## src/rtl/sysid_check_sequencer_if.sv

```systemverilog
// Read-only bus between the sequencer and the
// system-ID slave (one address bit, 32-bit data).
interface sysid_check_sequencer_if;
  logic        address;
  logic        read;
  logic [31:0] readdata;

  modport master (
    output address,
    output read,
    input  readdata
  );

  modport slave (
    input  address,
    input  read,
    output readdata
  );
endinterface

```

## src/rtl/sysid_check_sequencer.sv

```systemverilog
// Reads sysid word 0 and word 1, checks both
// against build constants and counts failed checks.
module sysid_check_sequencer #(
  parameter logic [31:0] EXPECTED_ID  = 32'h0000_0000,
  parameter logic [31:0] EXPECTED_TS  = 32'h6685_A631,
  parameter int unsigned READ_LATENCY = 0,
  parameter bit          AUTO_START   = 1'b1
) (
  input  logic        clock,
  input  logic        reset,
  input  logic        start,
  sysid_check_sequencer_if.master sysid,
  output logic        busy,
  output logic        done,
  output logic [31:0] id_value,
  output logic [31:0] ts_value,
  output logic        id_ok,
  output logic        ts_ok,
  output logic [7:0]  fail_count
);

  typedef enum logic [2:0] {
    S_IDLE,
    S_RD_ID,
    S_WAIT_ID,
    S_RD_TS,
    S_WAIT_TS,
    S_CHECK,
    S_DONE
  } state_t;

  localparam int unsigned LM1 =
    (READ_LATENCY > 0) ? READ_LATENCY - 1 : 0;
  localparam logic [2:0] LAST = LM1[2:0];
  localparam bit ZERO_LAT = (READ_LATENCY == 0);

  state_t      r_state;
  state_t      w_next;
  logic [2:0]  r_cnt;
  logic        r_auto;
  logic [31:0] r_id;
  logic [31:0] r_ts;
  logic        r_id_ok;
  logic        r_ts_ok;
  logic [7:0]  r_fail;

  logic        w_cap_id;
  logic        w_cap_ts;
  logic        w_clr_auto;
  logic        w_cnt_clr;
  logic        w_cnt_inc;
  logic        w_id_match;
  logic        w_ts_match;

  assign w_id_match = (r_id == EXPECTED_ID);
  assign w_ts_match = (r_ts == EXPECTED_TS);

  always_comb begin
    w_next     = r_state;
    w_cap_id   = 1'b0;
    w_cap_ts   = 1'b0;
    w_clr_auto = 1'b0;
    w_cnt_clr  = 1'b0;
    w_cnt_inc  = 1'b0;
    busy       = 1'b1;
    done       = 1'b0;
    sysid.read    = 1'b0;
    sysid.address = 1'b0;
    unique case (r_state)
      S_IDLE: begin
        busy = 1'b0;
        if (start || r_auto) begin
          w_next     = S_RD_ID;
          w_clr_auto = 1'b1;
        end
      end
      S_RD_ID: begin
        sysid.read = 1'b1;
        w_cnt_clr  = 1'b1;
        if (ZERO_LAT) begin
          w_cap_id = 1'b1;
          w_next   = S_RD_TS;
        end else begin
          w_next = S_WAIT_ID;
        end
      end
      S_WAIT_ID: begin
        w_cnt_inc = 1'b1;
        if (r_cnt == LAST) begin
          w_cap_id = 1'b1;
          w_next   = S_RD_TS;
        end
      end
      S_RD_TS: begin
        sysid.read    = 1'b1;
        sysid.address = 1'b1;
        w_cnt_clr     = 1'b1;
        if (ZERO_LAT) begin
          w_cap_ts = 1'b1;
          w_next   = S_CHECK;
        end else begin
          w_next = S_WAIT_TS;
        end
      end
      S_WAIT_TS: begin
        sysid.address = 1'b1;
        w_cnt_inc     = 1'b1;
        if (r_cnt == LAST) begin
          w_cap_ts = 1'b1;
          w_next   = S_CHECK;
        end
      end
      S_CHECK: w_next = S_DONE;
      S_DONE: begin
        done   = 1'b1;
        w_next = S_IDLE;
      end
      default: w_next = S_IDLE;
    endcase
  end

  always_ff @(posedge clock) begin
    if (reset) begin
      r_state <= S_IDLE;
      r_cnt   <= 3'd0;
      r_auto  <= AUTO_START;
      r_id    <= 32'd0;
      r_ts    <= 32'd0;
      r_id_ok <= 1'b0;
      r_ts_ok <= 1'b0;
      r_fail  <= 8'd0;
    end else begin
      r_state <= w_next;
      if (w_clr_auto) r_auto <= 1'b0;
      if (w_cnt_clr) r_cnt <= 3'd0;
      else if (w_cnt_inc) r_cnt <= r_cnt + 3'd1;
      if (w_cap_id) r_id <= sysid.readdata;
      if (w_cap_ts) r_ts <= sysid.readdata;
      if (r_state == S_CHECK) begin
        r_id_ok <= w_id_match;
        r_ts_ok <= w_ts_match;
        // saturate rather than wrap so a long failure history stays visible
        if (!(w_id_match && w_ts_match) && r_fail != 8'hFF)
          r_fail <= r_fail + 8'd1;
      end
    end
  end

  assign id_value   = r_id;
  assign ts_value   = r_ts;
  assign id_ok      = r_id_ok;
  assign ts_ok      = r_ts_ok;
  assign fail_count = r_fail;

endmodule
```

## src/flat_wrapper.sv

```systemverilog
// flat-port wrapper written by rule: the top's interface ports become plain ports
module sysid_check_sequencer_flat 
#(
  parameter logic [31:0] EXPECTED_ID  = 32'h0000_0000,
  parameter logic [31:0] EXPECTED_TS  = 32'h6685_A631,
  parameter int unsigned READ_LATENCY = 0,
  parameter bit          AUTO_START   = 1'b1
)
  (clock, reset, start, busy, done, id_value, ts_value, id_ok, ts_ok, fail_count, sysid_address, sysid_read, sysid_readdata);
  sysid_check_sequencer_if sysid_i ();
  input  logic clock;
  input  logic reset;
  input  logic start;
  output logic busy;
  output logic done;
  output logic [31:0] id_value;
  output logic [31:0] ts_value;
  output logic id_ok;
  output logic ts_ok;
  output logic [7:0] fail_count;
  output wire logic [$bits(sysid_i.address)-1:0] sysid_address;
  output wire logic [$bits(sysid_i.read)-1:0] sysid_read;
  input wire logic [$bits(sysid_i.readdata)-1:0] sysid_readdata;
  assign sysid_address = sysid_i.address;
  assign sysid_read = sysid_i.read;
  assign sysid_i.readdata = sysid_readdata;
  sysid_check_sequencer #(.EXPECTED_ID(EXPECTED_ID), .EXPECTED_TS(EXPECTED_TS), .READ_LATENCY(READ_LATENCY), .AUTO_START(AUTO_START)) u_core (.clock(clock), .reset(reset), .start(start), .sysid(sysid_i), .busy(busy), .done(done), .id_value(id_value), .ts_value(ts_value), .id_ok(id_ok), .ts_ok(ts_ok), .fail_count(fail_count));
endmodule
```

## config.mk

```make
export PLATFORM = sky130hd
export DESIGN_NAME = sysid_check_sequencer_flat
export DESIGN_NICKNAME = d
export VERILOG_FILES = /design/src/rtl/sysid_check_sequencer_if.sv /design/src/rtl/sysid_check_sequencer.sv /design/src/flat_wrapper.sv
export SDC_FILE = /design/constraint.sdc
export NUM_CORES = 1
export LEC_CHECK = 0
export CORE_ASPECT_RATIO = 1.4
export CORE_MARGIN = 3
export CORE_UTILIZATION = 45
export CTS_CLUSTER_DIAMETER = 50
export DETAILED_ROUTE_END_ITERATION = 8
export PLACE_DENSITY_LB_ADDON = 0.15
export SLEW_MARGIN = 10
export SYNTH_ARGS = -nofsm -noshare
export SYNTH_HDL_FRONTEND = slang
export SYNTH_SLANG_ARGS = --single-unit
```

## constraint.sdc

```tcl
create_clock -name clock -period 3.05 [get_ports clock]
set_input_delay 0.4575 -clock clock [delete_from_list [all_inputs] [get_ports clock]]
set_output_delay 0.4575 -clock clock [all_outputs]
set_load 0.02 [all_outputs]
```

==> flow_metrics.env <==
export IMPL_slowest_delay_ns=0.62
export IMPL_path_common_cell="nand2_1"
export IMPL_drive_above_1_share_pct=5.96
export IMPL_drv_cap=0
export IMPL_drt_iter0_drc=185
export IMPL_clkSinkCount=81
export IMPL_worstHoldStart="u_core.r_auto"
export IMPL_whs_endpoint="u_core.r_auto"
export IMPL_synthDistinctLibCells=43
export IMPL_synth_edf_count=0
export IMPL_finalSetupTns_ns=0
export IMPL_cts_resized=0
export IMPL_rr_endpoint="u_core.fail_count[4]"
export IMPL_async_flop_share_pct=0
export IMPL_hpwl_mm=6.50
export IMPL_rows=36
export IMPL_worstPathBufferInverterCount=1
export IMPL_crit_type="register to primary output"
export IMPL_synth_most_common_cell="nand2_1"
export IMPL_cts_tree="done"
export IMPL_firstDrtPassIters=6
export IMPL_post_route_period_util_pct=80.4
export IMPL_cp_required_ns=2.59
export IMPL_die_w_um=78.3
export IMPL_io_buffers=112
export IMPL_synth_seq_area_share_pct=49.3
export IMPL_numCtsBuffers=9
export IMPL_r2r_setup_slack_ns=1.04
export IMPL_fmax_mhz=408
export IMPL_nets=553
export IMPL_r2r_start="u_core.ts_value[26]"
export IMPL_cp_slowest_cell="dfxtp_1"
export IMPL_via_per_inst=5.32
export IMPL_core_area_mm2=0.00703
export IMPL_clk_pin_slew_ns=0.08
export IMPL_syn_avg_cell_area_um2=7.98
export IMPL_routedWlPerCell_um=15.3
export IMPL_slew_headroom_pct=59.3
export IMPL_finalCriticalPeriod_ns=2.45
export IMPL_power_leakage_uw=0.00168
export IMPL_syn_area_mm2=0.00329
export IMPL_crit_path_cell_trace="and2b_1 > nand2_1 > nand2_1 > clkdlybuf4s50_1"
export IMPL_utilization_pct=66.9
export IMPL_ys_flop_type="dfxtp_1"
export IMPL_yosysWarnings=0
export IMPL_grt_max_degree=60
export IMPL_cts_root_buf="clkbuf_8"
export IMPL_diodes=0
export IMPL_netlist_area_leader_share_pct=49.3
export IMPL_crit_family="flip-flops"
export IMPL_r2r_cells=6
export IMPL_finalHoldViolCount=0
export IMPL_via_count=3274
export IMPL_cts_post_setup_buffers_inserted=0
export IMPL_setup_viol=0
export IMPL_hold_depth=1
export IMPL_syn_nets=450
export IMPL_ys_ff_latch=81
export IMPL_postRouteAntennaNets=0
export IMPL_tightest_slew_ns=0.610
export IMPL_worstPathMaxFanout=16
export IMPL_areaGrowthSynthToFinish_pct=42.8
export IMPL_grt_use_total_pct=23.3
export IMPL_worstHoldPathType="register to register"
export IMPL_max_clock_path_buffers=2
export IMPL_powerDensity_mw_per_mm2=573
export IMPL_antenna_found_initial=0
export IMPL_io_pins=113
export IMPL_synth_area_leaders="dfxtp_1 (49%), nand2_1 (15%), a21oi_1 (12%)"
export IMPL_startpoint_type="register"
export IMPL_overflow=0
export IMPL_synth_cells=412
export IMPL_die_y_um=107
export IMPL_h_tree_depth=3
export IMPL_fill_cells=601
export IMPL_drc=0
export IMPL_cts_hold_buf=0
export IMPL_yosysTopAreaCell="dfxtp_1"
export IMPL_critPathArrivalTime_ns=1.99
export IMPL_skew_ns=0.0147
export IMPL_grt_pass1_vias=3223
export IMPL_grt_setup_unrepaired="no"
export IMPL_start_util_pct=46.8
export IMPL_drv_slew=0
export IMPL_die_area_mm2=0.00839
export IMPL_irDropWorstVdd_mv=0.330
export IMPL_totalWireLength_mm=9.42
export IMPL_endpoint_kind="primary output"
export IMPL_synth_commonest_cells="nand2_1 (133), dfxtp_1 (81), a21oi_1 (78), clkbuf_1 (17), nor2_1 (13)"
export IMPL_status="finished clean"
export IMPL_grt_pass1_wl_mm=15.2
export IMPL_routabilityCongestion=0.853
export IMPL_clk_latency_ns=0.36
==> layout make-up <==
cell class	count	area [µm²]	share of cell area, %
repair buffers	118	1160	24.7
inverters	4	15.0	0.320
clock inverters	4	73.8	1.57
multi-input cells	301	1540	32.8
clock buffers	12	165	3.52
flip-flops and latches	81	1620	34.5
well taps	95	119	2.53
==> how the worst max path moves through the flow <==
| stage | startpoint | cells after the start | to |
|---|---|---|---|
| 2_1_floorplan | u_core.ts_value[18] | 6 | u_core.fail_count[4] |
| 3_3_place_gp | u_core.id_value[10] | 6 | u_core.fail_count[4] |
| 3_5_place_dp | u_core.r_state[2] | 4 | sysid_address |
| 4_1_cts | u_core.r_state[2] | 4 | sysid_address |
| 5_1_grt | u_core.r_state[2] | 4 | sysid_address |
| 6_report | u_core.r_state[2] | 4 | sysid_address |
==> sequential cells by signal (all words and copies together) (netlist names) <==
name and count:
u_core.ts_value 32, u_core.r_state 3, u_core.ts_ok 1, u_core.id_value 32
u_core.fail_count 8, u_core.id_ok 1, u_core.r_auto 1, u_core.r_cnt 3
==> placed cells by master, fill, tap and decap left out, drive strengths merged, types with 3 or more instances in the layout <==
master	synthesis	routed
ha	3	3
a21oi	78	78
buf	9	7
clkdlybuf4s50	0	111
nand2b	5	5
dfxtp	81	81
o31ai	3	3
nor4bb	4	4
o21ai	3	3
nor4	11	11
nor2	14	14
nand4	5	5
or4	3	3
nor4b	3	3
nor2b	5	5
nand3	3	3
mux2	3	3
inv	4	4
clkbuf	17	12
nor3	5	5
nand2	133	133
==> power by group <==
group	internal, µW	switching [µW]
sequential	1130	68.2
combinational	251	320
clock	528	392
total	1910	780
==> routing by layer <==
metal  global-route usage (%)  part of all wire [%]  vias up  wire length, µm
li1                         -                     -     1610                -
met1                     26.3                    42     1540             3930
met2                     39.7                    48      108             4560
met3                     7.48                   7.6       16              715
met4                     10.5                   2.2        0              211
met5                        0                     0        -                0
==> through the flow <==
step,std cells,hold WS (ns),cell area [µm²],setup slack [ns],power (µW)
floorplan,412,0.427,3290,1.28,1530
global placement,599,0.444,4460,1.05,1790
detailed placement,599,0.442,4460,0.977,1800
CTS,615,0.468,4700,0.590,2710
global route,615,0.478,4700,0.479,2810
finish,615,0.468,4700,0.598,2690
==> kinds of logic (layout without fill, tap and decap cells) <==
kind of cell | count (synthesis) | count (layout) | synth area share [%]
fa+ha+maj | 3 | 3 | 1.14
flops | 81 | 81 | 49.3
mux | 5 | 5 | 1.98
xor+xnor | 2 | 2 | 0.533
buf+inv | 30 | 138 | 4.03
compound gates | 91 | 91 | 14.8
simple gates | 200 | 200 | 28.2
No activity file was read; power rests on OpenSTA's default activity.
